==> src/rtl/pow2_scaler_pkg.sv <==
// Shared types and encodings for the pow2_scaler sequential shifter.
// Imported by the top level and by the single-step datapath.
package pow2_scaler_pkg;

    typedef enum logic [0:0] {
        StIdle = 1'b0,
        StRun  = 1'b1
    } state_e;

    localparam logic OP_DIV = 1'b0;
    localparam logic OP_MUL = 1'b1;

endpackage

==> src/rtl/pow2_shift_step.sv <==
// One combinational scaling step: signed divide-by-2 truncating toward zero,
// or saturating multiply-by-2 with a saturation flag.
module pow2_shift_step
    import pow2_scaler_pkg::*;
#(
    parameter int unsigned N = 4
) (
    input  logic signed [N+1:0] acc_i,
    input  logic                sel_i,
    output logic signed [N+1:0] next_acc_o,
    output logic                sat_o
);

    logic signed [N+1:0] biased;

    always_comb begin
        // Adding 1 to negative values before the arithmetic shift rounds toward zero.
        biased     = acc_i + {{(N+1){1'b0}}, acc_i[N+1]};
        next_acc_o = acc_i;
        sat_o      = 1'b0;
        if (sel_i == OP_MUL) begin
            // Doubling overflows exactly when the two top bits differ.
            if (acc_i[N+1] != acc_i[N]) begin
                sat_o      = 1'b1;
                next_acc_o = acc_i[N+1] ? {1'b1, {(N+1){1'b0}}} : {1'b0, {(N+1){1'b1}}};
            end else begin
                next_acc_o = {acc_i[N:0], 1'b0};
            end
        end else begin
            next_acc_o = biased >>> 1;
        end
    end

endmodule

==> src/rtl/pow2_scaler.sv <==
// Multi-cycle signed scaler by 2^k: one shift per clock, start/ready/valid handshake,
// registered result and sticky saturation flag.
module pow2_scaler
    import pow2_scaler_pkg::*;
#(
    parameter int unsigned N         = 4,
    parameter int unsigned MAX_SHIFT = 7,
    parameter int unsigned SHW       = $clog2(MAX_SHIFT + 1)
) (
    input  logic                clk,
    input  logic                rst_n,
    input  logic                start,
    input  logic signed [N:0]   a,
    input  logic                sel,
    input  logic [SHW-1:0]      shamt,
    output logic                ready,
    output logic                valid,
    output logic signed [N+1:0] result,
    output logic                overflow
);

    localparam logic [SHW-1:0] MaxCnt = SHW'(MAX_SHIFT);

    state_e              state_q, state_d;
    logic signed [N+1:0] acc_q, acc_d;
    logic signed [N+1:0] step_acc;
    logic                step_sat;
    logic [SHW-1:0]      cnt_q, cnt_d;
    logic                sel_q, sel_d;
    logic                ovf_q, ovf_d;
    logic signed [N+1:0] result_q, result_d;
    logic                overflow_q, overflow_d;
    logic                valid_q, valid_d;

    pow2_shift_step #(
        .N (N)
    ) u_step (
        .acc_i      (acc_q),
        .sel_i      (sel_q),
        .next_acc_o (step_acc),
        .sat_o      (step_sat)
    );

    always_ff @(posedge clk or negedge rst_n) begin
        if (!rst_n) begin
            state_q <= StIdle;
        end else begin
            state_q <= state_d;
        end
    end

    always_comb begin
        state_d = state_q;
        unique case (state_q)
            StIdle:  if (start) state_d = StRun;
            StRun:   if (cnt_q == '0) state_d = StIdle;
            default: state_d = StIdle;
        endcase
    end

    always_comb begin
        ready    = (state_q == StIdle);
        valid    = valid_q;
        result   = result_q;
        overflow = overflow_q;
    end

    always_comb begin
        acc_d      = acc_q;
        cnt_d      = cnt_q;
        sel_d      = sel_q;
        ovf_d      = ovf_q;
        result_d   = result_q;
        overflow_d = overflow_q;
        valid_d    = 1'b0;
        if (state_q == StIdle) begin
            if (start) begin
                acc_d = {a[N], a};
                cnt_d = (shamt > MaxCnt) ? MaxCnt : shamt;
                sel_d = sel;
                ovf_d = 1'b0;
            end
        end else if (cnt_q == '0) begin
            result_d   = acc_q;
            overflow_d = ovf_q;
            valid_d    = 1'b1;
        end else begin
            acc_d = step_acc;
            cnt_d = cnt_q - SHW'(1);
            ovf_d = ovf_q | step_sat;
        end
    end

    always_ff @(posedge clk or negedge rst_n) begin
        if (!rst_n) begin
            acc_q      <= '0;
            cnt_q      <= '0;
            sel_q      <= OP_DIV;
            ovf_q      <= 1'b0;
            result_q   <= '0;
            overflow_q <= 1'b0;
            valid_q    <= 1'b0;
        end else begin
            acc_q      <= acc_d;
            cnt_q      <= cnt_d;
            sel_q      <= sel_d;
            ovf_q      <= ovf_d;
            result_q   <= result_d;
            overflow_q <= overflow_d;
            valid_q    <= valid_d;
        end
    end

endmodule

==> config.mk <==
export PLATFORM = sky130hd
export DESIGN_NAME = pow2_scaler
export DESIGN_NICKNAME = d
export VERILOG_FILES = /design/src/rtl/pow2_scaler_pkg.sv /design/src/rtl/pow2_shift_step.sv /design/src/rtl/pow2_scaler.sv
export SDC_FILE = /design/constraint.sdc
export NUM_CORES = 1
export LEC_CHECK = 0
export CELL_PAD_IN_SITES_DETAIL_PLACEMENT = 1
export CELL_PAD_IN_SITES_GLOBAL_PLACEMENT = 1
export CORE_ASPECT_RATIO = 1.2
export CORE_MARGIN = 2
export CORE_UTILIZATION = 36
export CTS_CLUSTER_DIAMETER = 30
export CTS_CLUSTER_SIZE = 28
export DETAILED_ROUTE_END_ITERATION = 8
export GPL_ROUTABILITY_DRIVEN = 0
export PLACE_DENSITY_LB_ADDON = 0.1
export SYNTH_ARGS = -nofsm -noshare
export SYNTH_HDL_FRONTEND = slang
export SYNTH_HIERARCHICAL = 1
export SYNTH_SLANG_ARGS = --single-unit
==> constraint.sdc <==
create_clock -name clk -period 1.5 [get_ports clk]
set_input_delay 0.3 -clock clk [delete_from_list [all_inputs] [get_ports clk]]
set_output_delay 0.3 -clock clk [all_outputs]
set_load 0.05 [all_outputs]
After elaboration in Yosys (flattened, before gate mapping)
Cells that the tools add are included.

storage, ports and cells
  output and inout bits = 9
  logic and storage cells = 40
  register bits = 20

cells by class
  reductions and logical operators = 5
  add/subtract/negate cells = 2
  bitwise gates (word level) = 2
  eq/ne operators = 2
  order comparisons = 1
  muxes and demuxes = 20

operator list
  cell                                                                count
  6-bit two-way mux                                                   6
  3-bit two-way mux                                                   4
  1-bit two-way mux                                                   9
  6-bit by 1-bit adder with 6-bit output                              1
  2-bit AND reduction                                                 3
  3-bit > comparator, second input constant                           1
  3-bit zero test                                                     1
  3-bit by 1-bit subtractor with 3-bit output, second input constant  1
  2-bit != test, second input constant                                1
  1-bit case mux with 2 select lines                                  1
  2-bit nonzero test                                                  1
  1-bit != test                                                       1
  1-bit inverter                                                      1
  1-bit bitwise OR                                                    1

Longest topological paths before layout
  depth in word-level cells = 6
  depth in mapped cells = 7
  mapped depth without buffers = 7

By module
Netlist, hierarchy kept.

modules (own cells, without submodules)
  module           seq. area each (um^2)  instances  area an instance (um^2)  cells an instance
  pow2_scaler      500.5                  1          934.6                    77
  pow2_shift_step  0.0                    1          211.5                    29

Least setup slack after synthesis
No wires, ideal clock.

  path type = reg-to-reg
  start = register acc_q[4]
  end = register acc_q[3]
  clock period less this slack = 1.531 ns
  data arrival time = 1.410 ns
  stages on the path, launching flop included = 8
  slack = -0.031 ns
  library setup time = 0.121 ns
  required time = 1.379 ns
  cell sequence = dfrtp_1 > inv_1 > ha_1 > nand2b_1 > o211ai_1 > o21ai_0 > a32oi_1 > nand2_1

between the ends
  longest elaborated chain between the ends = 5
  elaborated cells on any way between the ends = 6
  those cells by class = add/sub (1); eq/ne (1); mux (4)

ends and longest elaborated chain
  item                                                                            RTL line               source
  start, declared                                                                 pow2_scaler.sv:25      logic signed [N+1:0] acc_q, acc_d;
  start signal, assigned                                                          pow2_scaler.sv:96      acc_q <= '0;
  start signal, assigned                                                          pow2_scaler.sv:104     acc_q <= acc_d;
  branches (longest 2 deep; another with 6-bit by 1-bit adder with 6-bit output)  --
  6-bit two-way mux *                                                             pow2_shift_step.sv:21  if (sel_i == OP_MUL) begin
  via step_acc[3]                                                                 pow2_scaler.sv:26      logic signed [N+1:0] step_acc;
  6-bit two-way mux *                                                             pow2_scaler.sv:83      end else if (cnt_q == '0) begin
  6-bit two-way mux *                                                             pow2_scaler.sv:76      if (state_q == StIdle) begin

Mark *: on every way through the listed nets, which the timed path passes. The select of a mux whose other input is x is not followed.
A chain may end at the register's enable or synchronous reset.

Final worst setup path
  start = register acc_q[5]
  end = register acc_q[2]

between the ends
  longest elaborated chain between the ends = 5
  elaborated cells on any way between the ends = 7
  those cells by class = add/sub (1); eq/ne (1); mux (5)

ends and longest elaborated chain
  item                                                                            RTL line
  branches (longest 2 deep; another with 6-bit by 1-bit adder with 6-bit output)  --
  6-bit two-way mux *                                                             pow2_shift_step.sv:21
  via step_acc[2]                                                                 pow2_scaler.sv:26
  6-bit two-way mux *                                                             pow2_scaler.sv:83
  6-bit two-way mux *                                                             pow2_scaler.sv:76

Marks and branches as above.

==> impl_metrics.ini <==
[worst_setup_path]
cp-endpoint = acc_q[2]
crit_fanout = 4
timing.rr.end = acc_q[2]
criticalPathCategory = register to register
crit_path_max_incr_delay_ns = 0.46
cp-startpoint = acc_q[5]
critical_path_required_ns = 1.71
rrSetupSlack_ns = -0.05
worst_path_max_delay_cell = dfrtp_2
cp-start-kind = register
worst_ep_arrival_time_ns = 1.76
r2r_start = acc_q[5]
critPathCaptureType = register
reg2regPathDepth = 6
cp_cell_sequence = ha_4, inv_4, o21ai_0, mux2i_1, a32oi_1, nand2_1

[sta]
skew_ns = 0.00141
hold_viol = 0
fin_crit_ns = 1.55
setup_violations = 1
min_period_over_period = 1.04
max-slew-margin-rel = 0.795
timing_worst_slew_pin_value_ns = 0.307
setup_tns_ns = -0.0539
timing.final.ws_setup_ns = -0.0539
rsz0062_at_grt = yes
hold_slack_ns = 0.321
finalMaxSlewViolations = 0
max_freq_mhz = 644

[cts]
root_buffer = clkbuf_4
cts.htree.levels = 1
numClockSinks = 20
cts_tree = done
numCtsBuffers = 3
clk_pin_slew_ns = 0.12
clock_latency_ns = 0.30
clockBufferDepth = 2

[global_route]
grt_first_pass_wirelength_um = 4950
antenna_found_initial = 0
track_usage = 0.175
grt_max_degree = 21
grt_pass1_vias = 1049
globalRouteOverflowTotal = 0

[yosys]
syn_avg_cell_area_um2 = 10.8
ys_types = 32
async_flop_share = 1.00
netlist.area_leader.share = 0.437
syn_nets = 124
ys_top_cells_by_count = dfrtp_1 (20), o21ai_0 (7)
syn_area_um2 = 1150
synth_cells = 106
synthTopCellsByArea = dfrtp_1 (44%), ha_1 (6.6%), mux2_4 (5.2%)
yosysSeqAreaShare = 0.437
ys_ff_latch = 20
synth_top_area_cell = dfrtp_1
synth-edff-count = 0
ys_warn_count = 6
yosysMostFrequentCell = dfrtp_1
synth_ff_type = dfrtp_1

[detailed_routing]
num_vias = 957
drc_errors = 0
drt-pass1-iter-count = 4
wire_per_inst_um = 17.3
drtIter0Drc = 14
via_per_inst = 5.35
ant_nets = 0
wl_um = 3100

[die]
start_util = 0.375
die_w_um = 55.5
die_area_um2 = 3650
num_rows = 22
ios = 21
core_um2 = 3060
die_y_um = 65.8

[place]
dpl.cell_count = 173
io_buffers = 20
detailed_place.area_um2 = 1580
hpwl_um = 2230

[outcome]
status = complete, but fails checks
violations = negative setup slack

[finish]
area_growth_pct = 52.1
final_layout_size_suffix_gt1_frac = 0.399
fin_area_um2 = 1740
register_area_um2 = 502
multi_input_comb_area_um2 = 663
n_antenna_cell = 0
final_cells = 179
nNetsFinal = 162
fillers = 332

[run]
drv_cap = 0

[min_path]
hold_class = primary input to asynchronous set/reset pin

[power_and_ir_drop]
ir_drop_mv = 1.20
powerDensity_nw_per_um2 = 2390
total_leakage_power_nw = 0.770
finalPower_mw = 4.16
worst max-delay path, delay by kind of cell (launching register included):
kind	cells	cell delay [ns]
compound gates	2	0.46
fa+ha+maj	1	0.30
buf+inv	1	0.04
flops	1	0.46
mux	1	0.12
simple gates	1	0.07
worst min path at each step:
stage                      to  slack [ns]
floorplan            acc_q[0]       0.004
global placement     cnt_q[1]        0.48
detailed placement   cnt_q[1]        0.51
CTS                  acc_q[3]        0.32
global route         acc_q[3]        0.35
finish              result[3]        0.32
cells in the final DEF, fill, tap and decap left out, drive strengths merged:
master and count:
nor2b 3, bufinv 1, a211oi 1, and3b 1, nand3 1, o211ai 5, nor3b 1, and2b 1
dfrtp 20, a31oi 1, nor2 3, nand2b 4, a32oi 4, buf 26, xor2 1, a21oi 4
nand2 6, inv 6, o21ai 13, nand4 1, xnor2 3, clkdlybuf4s50 11, mux2 9, o211a 1
mux2i 4, o21a 1, ha 6, clkbuf 4, and2 1
through the flow:
step | setup WS [ns] | util
2_1_floorplan | -0.0190 | -
3_3_place_gp | 0.0300 | 0.518
3_5_place_dp | -0.0568 | 0.518
4_1_cts | -0.0170 | 0.541
5_1_grt | -0.120 | 0.570
6_report | -0.0539 | 0.570
cells by family (layout without fill, tap and decap cells):
family	count (synthesis)	count (layout)	synth area share
AO/OA/AOI/OAI	30	30	0.165
AND/OR/NAND/NOR	22	22	0.111
flip-flops	20	20	0.437
multiplexers	13	13	0.136
buffers and inverters	11	48	0.0546
adder cells (fa/ha/maj)	6	6	0.0655
XOR/XNOR	4	4	0.0306
what timing repair did:
| item | 4_1_cts | 5_1_grt |
|---|---|---|
| cloned | 0 | 1 |
| setup endpoints to repair | 4 | 10 |
| gates resized for setup | 4 | 20 |
| pin swaps | 2 | 11 |
| setup buffers | 0 | 1 |
| hold buffers | 0 | 0 |
| endpoints found under the hold margin | 0 | 0 |
flip-flops by register name, summed over array words and instances (netlist names):
register and cells:
acc_q 6, cnt_q 3, overflow 1, ovf_q 1, result 6, sel_q 1, state_q 1, valid 1
where the power goes:
part           total, mW  internal, mW  switching (mW)
combinational       2.60          1.37            1.22
clock              0.449         0.270           0.179
sequential          1.11         0.803           0.311
total               4.16          2.45            1.71
final cells by class:
class,count,share of cell area
Tap cell,36,0.0258
Sequential cell,20,0.288
Inverter,6,0.0144
Multi-Input combinational cell,75,0.380
Clock buffer,3,0.0129
Clock inverter,1,0.0172
Timing Repair Buffer,38,0.261
metal layers:
| layer | global-route usage | wire, µm | up-vias |
|---|---|---|---|
| met5 | 0 | 0 | - |
| met4 | 0.0945 | 46 | 0 |
| met3 | 0.0215 | 90 | 4 |
| met2 | 0.332 | 1750 | 17 |
| met1 | 0.188 | 1210 | 484 |
| li1 | - | - | 452 |
Note: power is estimated with default switching activity, not from simulation.
